$ cat src/rtl/icache_axi_rd_engine.sv
// AXI4 read-burst engine for the instruction prefetcher: word, line and double-line fills
// assembled into a 512-bit return register, with a half-return after the first line.
module icache_axi_rd_engine #(
    parameter logic [3:0] ARID = 4'd0
) (
    input  logic         clk,
    input  logic         resetn,
    input  logic         rd_req,
    input  logic [1:0]   rd_type,
    input  logic [31:0]  rd_addr,
    output logic         rd_rdy,
    output logic         ret_valid,
    output logic         ret_half,
    output logic [511:0] ret_data,
    output logic [3:0]   arid,
    output logic [31:0]  araddr,
    output logic [7:0]   arlen,
    output logic [2:0]   arsize,
    output logic [1:0]   arburst,
    output logic [1:0]   arlock,
    output logic [3:0]   arcache,
    output logic [2:0]   arprot,
    output logic         arvalid,
    input  logic         arready,
    input  logic [3:0]   rid,
    input  logic [31:0]  rdata,
    input  logic [1:0]   rresp,
    input  logic         rlast,
    input  logic         rvalid,
    output logic         rready
);

    typedef enum logic [2:0] {
        IDLE,
        AR1,
        R1,
        AR2,
        R2
    } state_t;

    state_t      state;
    logic [1:0]  req_type;   // 0 word, 1 line, 2 double line (3 folded into 1 on accept)
    logic        split;
    logic [3:0]  cnt;
    logic        beat;
    logic        r1_done;
    logic        r1_to_ar2;

    // The beat counter is authoritative, so rid/rresp/rlast are deliberately unused.
    logic unused_r_sideband;
    assign unused_r_sideband = &{1'b0, rid, rresp, rlast};

    assign rd_rdy  = (state == IDLE);
    assign arid    = ARID;
    assign arsize  = 3'b010;
    assign arburst = 2'b01;
    assign arlock  = 2'b00;
    assign arprot  = 3'b100;
    assign arcache = (req_type == 2'd0) ? 4'b0000 : 4'b0011;

    assign beat = rready && rvalid;

    always_comb begin
        r1_done   = 1'b0;
        r1_to_ar2 = 1'b0;
        case (req_type)
            2'd0:    r1_done = (cnt == 4'd0);
            2'd1:    r1_done = (cnt == 4'd7);
            default: begin
                if (split) r1_to_ar2 = (cnt == 4'd7);
                else       r1_done   = (cnt == 4'd15);
            end
        endcase
    end

    // NOTE: resetn is synchronous, so it is tested inside the clocked block and not in the sensitivity list.
    always_ff @(posedge clk) begin
        if (!resetn) begin
            state     <= IDLE;
            req_type  <= 2'd0;
            split     <= 1'b0;
            cnt       <= 4'd0;
            ret_valid <= 1'b0;
            ret_half  <= 1'b0;
            ret_data  <= '0;
            araddr    <= 32'd0;
            arlen     <= 8'd0;
            arvalid   <= 1'b0;
            rready    <= 1'b0;
        end else begin
            // NOTE: non-blocking assignments here so every register sees pre-edge values of the others.
            ret_valid <= 1'b0;
            ret_half  <= 1'b0;

            if (beat) begin
                ret_data[{cnt, 5'b0} +: 32] <= rdata;
                cnt <= cnt + 4'd1;
                if (req_type == 2'd2 && cnt == 4'd7)
                    ret_half <= 1'b1;
            end

            case (state)
                IDLE: begin
                    if (rd_req) begin
                        req_type <= (rd_type == 2'd3) ? 2'd1 : rd_type;
                        split    <= (rd_type == 2'd2) && (rd_addr[11:5] == 7'h7F);
                        if (rd_type == 2'd0) begin
                            araddr <= {rd_addr[31:2], 2'b00};
                            arlen  <= 8'd0;
                        end else begin
                            araddr <= {rd_addr[31:5], 5'b00000};
                            // A double line starting in the last line of a 4 KB page is split in two.
                            if (rd_type == 2'd2 && rd_addr[11:5] != 7'h7F)
                                arlen <= 8'd15;
                            else
                                arlen <= 8'd7;
                        end
                        ret_data <= '0;
                        cnt      <= 4'd0;
                        arvalid  <= 1'b1;
                        state    <= AR1;
                    end
                end
                AR1: begin
                    if (arready) begin
                        arvalid <= 1'b0;
                        rready  <= 1'b1;
                        state   <= R1;
                    end
                end
                R1: begin
                    if (beat) begin
                        if (r1_done) begin
                            rready    <= 1'b0;
                            ret_valid <= 1'b1;
                            state     <= IDLE;
                        end else if (r1_to_ar2) begin
                            rready  <= 1'b0;
                            araddr  <= araddr + 32'd32;
                            arlen   <= 8'd7;
                            arvalid <= 1'b1;
                            state   <= AR2;
                        end
                    end
                end
                AR2: begin
                    if (arready) begin
                        arvalid <= 1'b0;
                        rready  <= 1'b1;
                        state   <= R2;
                    end
                end
                R2: begin
                    if (beat && cnt == 4'd15) begin
                        rready    <= 1'b0;
                        ret_valid <= 1'b1;
                        state     <= IDLE;
                    end
                end
                default: state <= IDLE;
            endcase
        end
    end

endmodule

$ cat config.mk
export PLATFORM = sky130hd
export DESIGN_NAME = icache_axi_rd_engine
export DESIGN_NICKNAME = d
export VERILOG_FILES = /design/src/rtl/icache_axi_rd_engine.sv
export SDC_FILE = /design/constraint.sdc
export NUM_CORES = 1
export LEC_CHECK = 0
export ABC_CLOCK_PERIOD_IN_PS = 2600
export BUFFER_PORTS_ARGS = -buffer_cell sky130_fd_sc_hd__buf_2
export CAP_MARGIN = 0
export CORE_AREA = 2 2 255 257
export DETAILED_ROUTE_END_ITERATION = 8
export DIE_AREA = 0 0 257 259
export SLEW_MARGIN = 20
export SYNTH_ARGS = -nofsm -noshare
export SYNTH_HDL_FRONTEND = slang
export SYNTH_SLANG_ARGS = --single-unit
$ cat constraint.sdc
create_clock -name clk -period 2.6 [get_ports clk]
set_input_delay 0.39 -clock clk [delete_from_list [all_inputs] [get_ports clk]]
set_output_delay 0.39 -clock clk [all_outputs]
set_load 0.005 [all_outputs]
Word level (Yosys, flattened, before mapping)
Index checks and enable logic that the tools add are counted.

word-level totals
  flip-flop bits (word level) = 566
  logic and storage cells = 108
  input bits = 78

operators by class
  shifts and indexed selects = 2
  reduce and logical (&&, ||, !) cells = 20
  multiplexer cells = 51
  equality and inequality tests = 21
  add/subtract/negate cells = 3

operators with widths
  kind                                                                       number
  512-bit two-way mux                                                        3
  512-bit bitwise mux                                                        1
  32-bit by 11-bit variable shift with 512-bit output, first input constant  1
  32-bit by 11-bit indexed part select with 512-bit output                   1
  32-bit two-way mux                                                         4
  32-bit case mux with 2 select lines                                        1
  32-bit by 6-bit adder with 32-bit output, second input constant            1
  8-bit two-way mux                                                          4
  3-bit two-way mux                                                          7
  4-bit two-way mux                                                          5
  1-bit two-way mux                                                          17
  8-bit case mux with 2 select lines                                         1
  3-bit case mux with 5 select lines                                         1
  2-bit inequality test, second input constant                               7
  6-bit AND reduction                                                        2
  9-bit negator with 11-bit output                                           1
  5-bit AND reduction                                                        2
  7-bit equality test, second input constant                                 1
  7-bit inequality test, second input constant                               1
  2-bit equality test, second input constant                                 3
  3-bit by 2-bit equality test with 1-bit output, second input constant      2
  1-bit case mux with 3 select lines                                         2
  3-bit nonzero test                                                         2
  1-bit logical AND                                                          5
  other kinds (17)                                                           22

Depth between registers and ports, before layout
Gate-level depths: netlist (run 1).

  depth in word-level cells = 7
  gate-level depth with buffers = 11
  depth with buffers taken out = 7

Worst setup path after synthesis (run 1)
No wires, ideal clock.

  path type = reg2reg
  start = register cnt[0]
  end = register ret_data[238]
  cell stages (with the launch flop) = 11
  required time = 2,530 ps
  path slack = 124 ps
  period minus slack after synthesis = 2,476 ps
  setup time = 70 ps
  arrival = 2,406 ps
  cell sequence = dfxtp_1 > clkbuf_1 > inv_1 > ha_1 > buf_2 > nand2b_1 > o22a_1 > nor2_1 > clkbuf_1 > nand3_1 > a21oi_1

on the way
  cells in the longest elaborated chain, start to end = 6
  elaborated cells between the ends (all ways) = 7
  classes of those cells = add/sub (1); shift (2); mux (4)

ends and longest elaborated chain
  item                                                                                                                                    line  text
  from (decl)                                                                                                                             44    logic [3:0] cnt;
  from (signal assigned)                                                                                                                  97    cnt <= cnt + 4'd1;
  9-bit negator with 11-bit output *                                                                                                      96    ret_data[{cnt, 5'b0} +: 32] <= rdata;
  32-bit by 11-bit indexed part select with 512-bit output / 32-bit by 11-bit variable shift with 512-bit output (equally long branches)  96
  512-bit bitwise mux *                                                                                                                   96
  512-bit two-way mux *                                                                                                                   95    if (beat) begin
  512-bit two-way mux                                                                                                                     104   if (rd_req) begin
  512-bit two-way mux *                                                                                                                   102   case (state)
  to (signal, indexed assignment)                                                                                                         96
  to (decl)                                                                                                                               14    output logic [511:0] ret_data,

Mark *: on every way between the ends. The rest lies on a longest branch, timed or not.
A chain may end at the register's enable or synchronous reset.

Worst setup path in the final report (run 1)
  start = register cnt[1]
  end = register ret_data[267]

Same word-level chain as after synthesis.

==> results of run 1 <==
metrics by stage:
stage / cell area [sq um] / total power (uW) / util, % / worst slack, ps / hold slack [ps]
final: 28260 / 19040 / 44.24 / 240.7 / 53.64
after global routing: 28260 / 19540 / 44.24 / 74.16 / 37.29
after CTS: 28250 / 19130 / 44.23 / 194.1 / 16.94
after detailed placement: 26150 / 10180 / 40.93 / 225.6 / 443.2
after global placement: 26150 / 10180 / 40.93 / 230.5 / 437.9
after floorplan: 22260 / 9564 / - / 123.5 / 421.3
layer usage:
| metal | track usage (%) | up-vias | share of wire, % |
|---|---|---|---|
| li1 | - | 10620 | - |
| met1 | 36.08 | 11170 | 40 |
| met5 | 0 | - | 0 |
| met4 | 10.71 | 0 | 4.1 |
| met3 | 5.985 | 201 | 8.8 |
| met2 | 43.64 | 1172 | 47 |
worst max-delay path by stage:
stage,from,end,slack (ps),depth (start not counted)
after floorplan,cnt[0]$_SDFF_PN0_,ret_data[238]$_SDFF_PN0_,120,10
after global placement,cnt[1]$_SDFF_PN0_,ret_data[170]$_SDFF_PN0_,230,7
after detailed placement,rvalid,ret_data[267]$_SDFF_PN0_,230,7
after CTS,cnt[0]$_SDFF_PN0_,ret_data[170]$_SDFF_PN0_,190,7
after global routing,cnt[0]$_SDFF_PN0_,ret_data[250]$_SDFF_PN0_,70,8
final,cnt[1]$_SDFF_PN0_,ret_data[267]$_SDFF_PN0_,240,7
kinds of logic (layout without fill, tap and decap cells):
group | count (synthesis) | after routing | synth area share [%]
AND/OR/NAND/NOR | 938 | 938 | 20.13
AO/OA/AOI/OAI | 898 | 898 | 21.95
flip-flops | 558 | 558 | 50.35
buffers and inverters | 378 | 837 | 7.134
adder cells (fa/ha/maj) | 5 | 5 | 0.2820
XOR/XNOR | 3 | 3 | 0.1185
other | 2 | 22 | 0.03385
cells in the mapped netlist (23+ instances only):
cell	count
nand2_1	333
nand3_1	337
nand4_1	115
dfxtp_1	558
buf_1	49
a22oi_1	27
buf_4	30
clkbuf_1	263
nor2_1	69
buf_2	23
a21oi_1	519
o21ai_0	261
nor3_1	23
final cells by class:
cell class / count / area, sq um
tap: 855 / 1070
clock inverter: 18 / 229.0
timing repair buffer: 713 / 4252
inverter: 10 / 37.54
fill: 6465 / 35620
clock buffer: 96 / 1869
multi-input combinational: 1866 / 9634
sequential: 558 / 11170
repair_timing:
| action | CTS | global route |
|---|---|---|
| hold buffers | 1 | 0 |
| endpoints found under the setup margin | 0 | 24 |
| setup buffers | 0 | 0 |
| endpoints found under the hold margin | 1 | 0 |
| gates resized for setup | 0 | 2 |
sequential cells by signal, summed over array words and instances (netlist names), 2 cells and up:
name and count:
cnt 4, ret_data 512, req_type 2, araddr 30, arlen 2, state 3
cells in the final DEF (no fill, tap or decap), types with 9 or more instances in the layout:
master,n
buf_2,621
clkbuf_1,15
dfxtp_1,558
o31ai_1,9
conb_1,22
and3_1,11
nor3_1,22
clkbuf_8,19
inv_1,10
nor2_1,65
o21ai_0,261
a31oi_1,10
a21oi_1,517
clkbuf_16,62
nand2_1,330
nand3_1,335
buf_4,55
buf_12,36
nand4_1,115
clkinv_2,9
a22oi_1,26
worst max-delay path, delay by kind of cell, from the launching register on:
kind                     cells  cell delay, ps
flip-flops                   1             320
AND/OR/NAND/NOR              3            1180
buffers and inverters        2             280
adder cells (fa/ha/maj)      1             300
AO/OA/AOI/OAI                1             190
power groups by stage:
stage / registers (uW) / logic [uW] / clock network, uW
floorplan: 8880 / 688 / 0
global placement: 8890 / 1290 / 0
detailed placement: 8900 / 1290 / 0
CTS: 8710 / 1290 / 9130
global route: 8710 / 1370 / 9460
finish: 8710 / 1310 / 9030
==> flow_metrics.env, run 1 <==
export IMPL_endpoint_kind="flop"
export IMPL_route_vias_total=23170
export IMPL_clk_root_buffer_cell="clkbuf_16"
export IMPL_worst_ep_required_time_ps=3150
export IMPL_cells_taking_the_most_area_after_synthesis="dfxtp_1 50%, a21oi_1 12%, nand3_1 7.6%, o21ai_0 5.9%, nand2_1 5.6%"
export IMPL_antenna_diode_count=0
export IMPL_powerDensity_mw_per_mm2=673.8
export IMPL_cts_buffers=61
export IMPL_portion_of_the_post_synthesis_area_used_by_sequential_elements_pct=50.35
export IMPL_final_period_utilization_pct=90.74
export IMPL_die_height_um=259
export IMPL_post_route_drc_count=0
export IMPL_fmax_ghz=0.4239
export IMPL_initial_core_util_pct=34.73
export IMPL_number_of_h_tree_levels=2
export IMPL_report_final_slew_viol_count=0
export IMPL_timing_final_crit_period_ps=2359
export IMPL_layout_cells_sized_above_1_pct=26.13
export IMPL_final_setup_viol_count=0
export IMPL_synth_top_area_share_pct=50.35
export IMPL_cellInternalPower_uw=14290
export IMPL_coreArea_sq_mm=0.06388
export IMPL_synth_edf_count=0
export IMPL_grt_antenna_before_repair=1
export IMPL_overflow=0
export IMPL_clock_power_share_pct=47.4
export IMPL_dr_first_iter_drc_count=2703
export IMPL_finalClockSkew_ps=26.33
export IMPL_synth_area_per_cell_sq_um=7.975
export IMPL_worst_setup_path_type="reg2reg"
export IMPL_floorplan_die_area_sq_mm=0.06656
export IMPL_portBuffers=621
export IMPL_fin_setup_tns_ps=0
export IMPL_floorplan_die_width_um=257
export IMPL_worst_r2r_path_depth=7
export IMPL_max_slew_worst_pin_slew_ps=910.1
export IMPL_grt_pass1_wl_mm=139.9
export IMPL_post_synth_top_area_cell="dfxtp_1"
export IMPL_cts_root_to_sink_buffers=3
export IMPL_grt_max_degree=129
export IMPL_critical_path_max_stage_delay_ps=870
export IMPL_floorplan_rows=93
export IMPL_switching_share_pct=24.94
export IMPL_syn_instance_count=2782
export IMPL_drtAntennaViolNets=0
export IMPL_run_status="finished clean"
export IMPL_maxCapViolations=0
export IMPL_r2r_end="ret_data[267]$_SDFF_PN0_"
export IMPL_data_arrival_time_of_the_critical_path_ps=2910
export IMPL_cts_sinks=558
export IMPL_io_pins=653
export IMPL_final_hold_viol_count=0
export IMPL_ys_types=67
export IMPL_min_to="req_type[0]$_SDFFE_PN0P_"
export IMPL_via_count_of_the_first_global_routing_pass=20890
export IMPL_asr_flop_ratio_synth_pct=0
export IMPL_power_frac_seq_pct=45.7
export IMPL_pwr_share_comb_pct=6.9
export IMPL_timing_reg2reg_setup_slack_ps=240
export IMPL_drt_wirelength_per_cell_um=23.45
export IMPL_crit_slowest_cell="or4_2"
export IMPL_syn_cell_area_sq_mm=0.02219
export IMPL_fin_cells=4116
export IMPL_placed_cells=4001
export IMPL_static_leakage_power_uw=0.01093
export IMPL_max_slew_margin_rel_pct=39.32
export IMPL_path_cells="inv_1, ha_1, or4_2, nor2_2, buf_12, nand3_1, a21oi_1"
export IMPL_worst_path_max_fanout=32
export IMPL_finish_net_count=3293
export IMPL_gp_congestion=0.8376
export IMPL_timing_hold_worst_class="in2reg"
export IMPL_hold_path_startpoint="rd_type[0]"
export IMPL_power_switching_uw=4749
export IMPL_place_hpwl_mm=59.54
export IMPL_synth_flop_cell="dfxtp_1"
export IMPL_via_per_inst=5.629
export IMPL_flow_area_growth_from_synthesis_pct=27.39
export IMPL_insertion_delay_ps=640
export IMPL_postSynthRegisterBits=558
export IMPL_yosysWarningCount=0
export IMPL_rsz0062_at_grt="no"
export IMPL_min_delay_path_depth=3
export IMPL_critPathLaunchType="flop"
export IMPL_first_pass_iters=6
export IMPL_totalWireLength_mm=96.54
export IMPL_track_usage_pct=27.35
export IMPL_cts_reportedPaths_clkPinSlew_ps=60
export IMPL_timing_rr_start="cnt[1]$_SDFF_PN0_"
export IMPL_cts_tree="done"
export IMPL_ir_worst_vdd_v=0.0004602
Note: power is estimated with default switching activity, not from simulation.
==> inputs of run 2 (changes only) <==
==> constraint.sdc (replaced) <==
create_clock -name clk -period 2.6 [get_ports clk]
set_input_delay 0.78 -clock clk [delete_from_list [all_inputs] [get_ports clk]]
set_output_delay 0.78 -clock clk [all_outputs]
set_load 0.005 [all_outputs]
==> flow_metrics.env, run 2 (synthesis results as in run 1) <==
export IMPL_run_status="finished clean"
export IMPL_timing_final_crit_period_ps=2441
export IMPL_finalInstanceArea_sq_mm=0.02837
export IMPL_layout_cells_sized_above_1_pct=26.72
export IMPL_grt_pass1_wl_mm=139.8
export IMPL_timing_hold_ws_ps=418.6
export IMPL_antenna_diode_count=0
export IMPL_insertion_delay_ps=640
export IMPL_worst_path_max_fanout=10
export IMPL_clock_power_share_pct=45.5
export IMPL_coreArea_sq_mm=0.06388
export IMPL_die_height_um=259
export IMPL_route_vias_total=23310
export IMPL_top_register="ret_data"
export IMPL_worst_ep_required_time_ps=3120
export IMPL_drt_wirelength_per_cell_um=23.65
export IMPL_final_hold_viol_count=0
export IMPL_clk_root_buffer_cell="clkbuf_16"
export IMPL_placement_cell_area_sq_mm=0.02640
export IMPL_static_leakage_power_uw=0.01100
export IMPL_cts_hold_buf=0
export IMPL_cts_reportedPaths_clkPinSlew_ps=60
export IMPL_max_slew_worst_pin_slew_ps=981.2
export IMPL_portBuffers=621
export IMPL_finalClockSkew_ps=19.60
export IMPL_overflow=0
export IMPL_biggestRegsByFlops="ret_data (512), araddr (30), cnt (4)"
export IMPL_totalWireLength_mm=97.85
export IMPL_data_arrival_time_of_the_critical_path_ps=2960
export IMPL_cts_root_to_sink_buffers=3
export IMPL_first_pass_iters=5
export IMPL_maxCapViolations=0
export IMPL_grt_antenna_before_repair=2
export IMPL_min_delay_path_depth=3
export IMPL_initial_core_util_pct=34.73
export IMPL_max_ffs_per_register=512
export IMPL_worst_r2r_path_depth=7
export IMPL_total_power_draw_uw=18430
export IMPL_ir_worst_vdd_v=0.0005587
export IMPL_floorplan_rows=93
export IMPL_timing_hold_worst_class="in2reg"
export IMPL_powerDensity_mw_per_mm2=649.6
export IMPL_number_of_h_tree_levels=2
export IMPL_via_count_of_the_first_global_routing_pass=21000
export IMPL_switching_share_pct=25.59
export IMPL_via_per_inst=5.634
export IMPL_cts_buffers=60
export IMPL_fin_setup_tns_ps=0
export IMPL_grtUsageMet3_pct=6.249
export IMPL_finish_net_count=3319
export IMPL_floorplan_die_area_sq_mm=0.06656
export IMPL_worst_setup_path_type="reg2reg"
export IMPL_leading_cell_types_in_the_layout_fill_and_taps_excluded="621 x buf_2, 557 x dfxtp_1, 517 x a21oi_1, 335 x nand3_1, 330 x nand2_1"
export IMPL_drtAntennaViolNets=0
export IMPL_fin_cells=4137
export IMPL_number_of_fill_cells_in_the_layout=6453
export IMPL_pwr_share_comb_pct=7.3
export IMPL_power_frac_seq_pct=47.2
export IMPL_final_setup_viol_count=0
export IMPL_power_switching_uw=4716
export IMPL_gp_congestion=0.8350
export IMPL_global_route_usage_met1_pct=35.62
export IMPL_grt_max_degree=129
export IMPL_place_hpwl_mm=60.50
export IMPL_floorplan_die_width_um=257
export IMPL_dr_first_iter_drc_count=2723
export IMPL_placed_cells=4026
export IMPL_flow_area_growth_from_synthesis_pct=27.88
export IMPL_fmax_ghz=0.4097
export IMPL_met2_usage_pct=44.40
export IMPL_multi_input_area_sq_mm=0.009672
export IMPL_track_usage_pct=27.37
export IMPL_post_route_drc_count=0
export IMPL_cts_sinks=558
export IMPL_endpoint_kind="flop"
export IMPL_max_slew_margin_rel_pct=34.19
export IMPL_mostFrequentLayoutCell="buf_2"
export IMPL_final_period_utilization_pct=93.89
export IMPL_io_pins=653
export IMPL_seqCellArea_sq_mm=0.01117
export IMPL_grt_busiest_layer="met2"
export IMPL_report_final_slew_viol_count=0
export IMPL_cts_tree="done"
export IMPL_critPathLaunchType="flop"
export IMPL_cellInternalPower_uw=13710
## run 2: cell count changes in the layout (fill, tap and decap cells not counted), sizes merged
| cell | change |
|---|---|
| o31ai | +1 |
| dlygate4sd3 | -1 |
| a22o | +1 |
| clkbuf | -7 |
| bufinv | -3 |
| buf | +26 |
| clkinvlp | +2 |
| clkinv | +2 |
## run 2: cell type report
type	count	area share [%]
Sequential cell	558	39.38
Multi-Input combinational cell	1868	34.09
Timing Repair Buffer	738	15.91
Clock buffer	89	6.135
Tap cell	855	3.771
Clock inverter	19	0.5821
Inverter	10	0.1323
## run 2: routing by layer
layer | wire (um) | part of all wire [%]
met1 | 39500 | 40
met2 | 46050 | 47
met3 | 8670 | 8.9
met4 | 3633 | 3.7
met5 | 0 | 0
## run 2: worst paths after layout
path                      startpoint                 endpoint  slack [ps]
max                cnt[0]$_SDFF_PN0_  araddr[17]$_SDFFE_PN0P_         160
min                       rd_addr[4]   araddr[4]$_SDFFE_PN0P_         420
max reg2reg        cnt[0]$_SDFF_PN0_  araddr[17]$_SDFFE_PN0P_         160
min reg2reg  ret_data[10]$_SDFF_PN0_  ret_data[10]$_SDFF_PN0_         450
## run 2: timing repair
action | CTS | global route
resized for setup | 0 | 12
buffers inserted | 0 | 1
setup endpoints to repair | 0 | 216
## run 2: worst max-delay path: stages, from the launching register on
cell     delay (ps)
dfxtp_1         390
ha_1            190
buf_4           110
nand3_1         120
o22ai_1         510
o31ai_2         370
o311a_1         430
a31o_2          210
## run 2: power groups by stage
stage	combinational, uW	sequential (uW)	clock, uW
after floorplan	688	8880	0
after global placement	1310	8890	0
after detailed placement	1310	8890	0
after CTS	1310	8700	8470
after global routing	1400	8710	8840
final	1340	8700	8390
## run 2: through the flow
stage,util [%],worst slack (ps)
3_3_place_gp,41.32,12.66
5_1_grt,44.41,-15.53
4_1_cts,44.30,1.502
6_report,44.41,158.9
3_5_place_dp,41.32,-7.844
2_1_floorplan,-,123.5
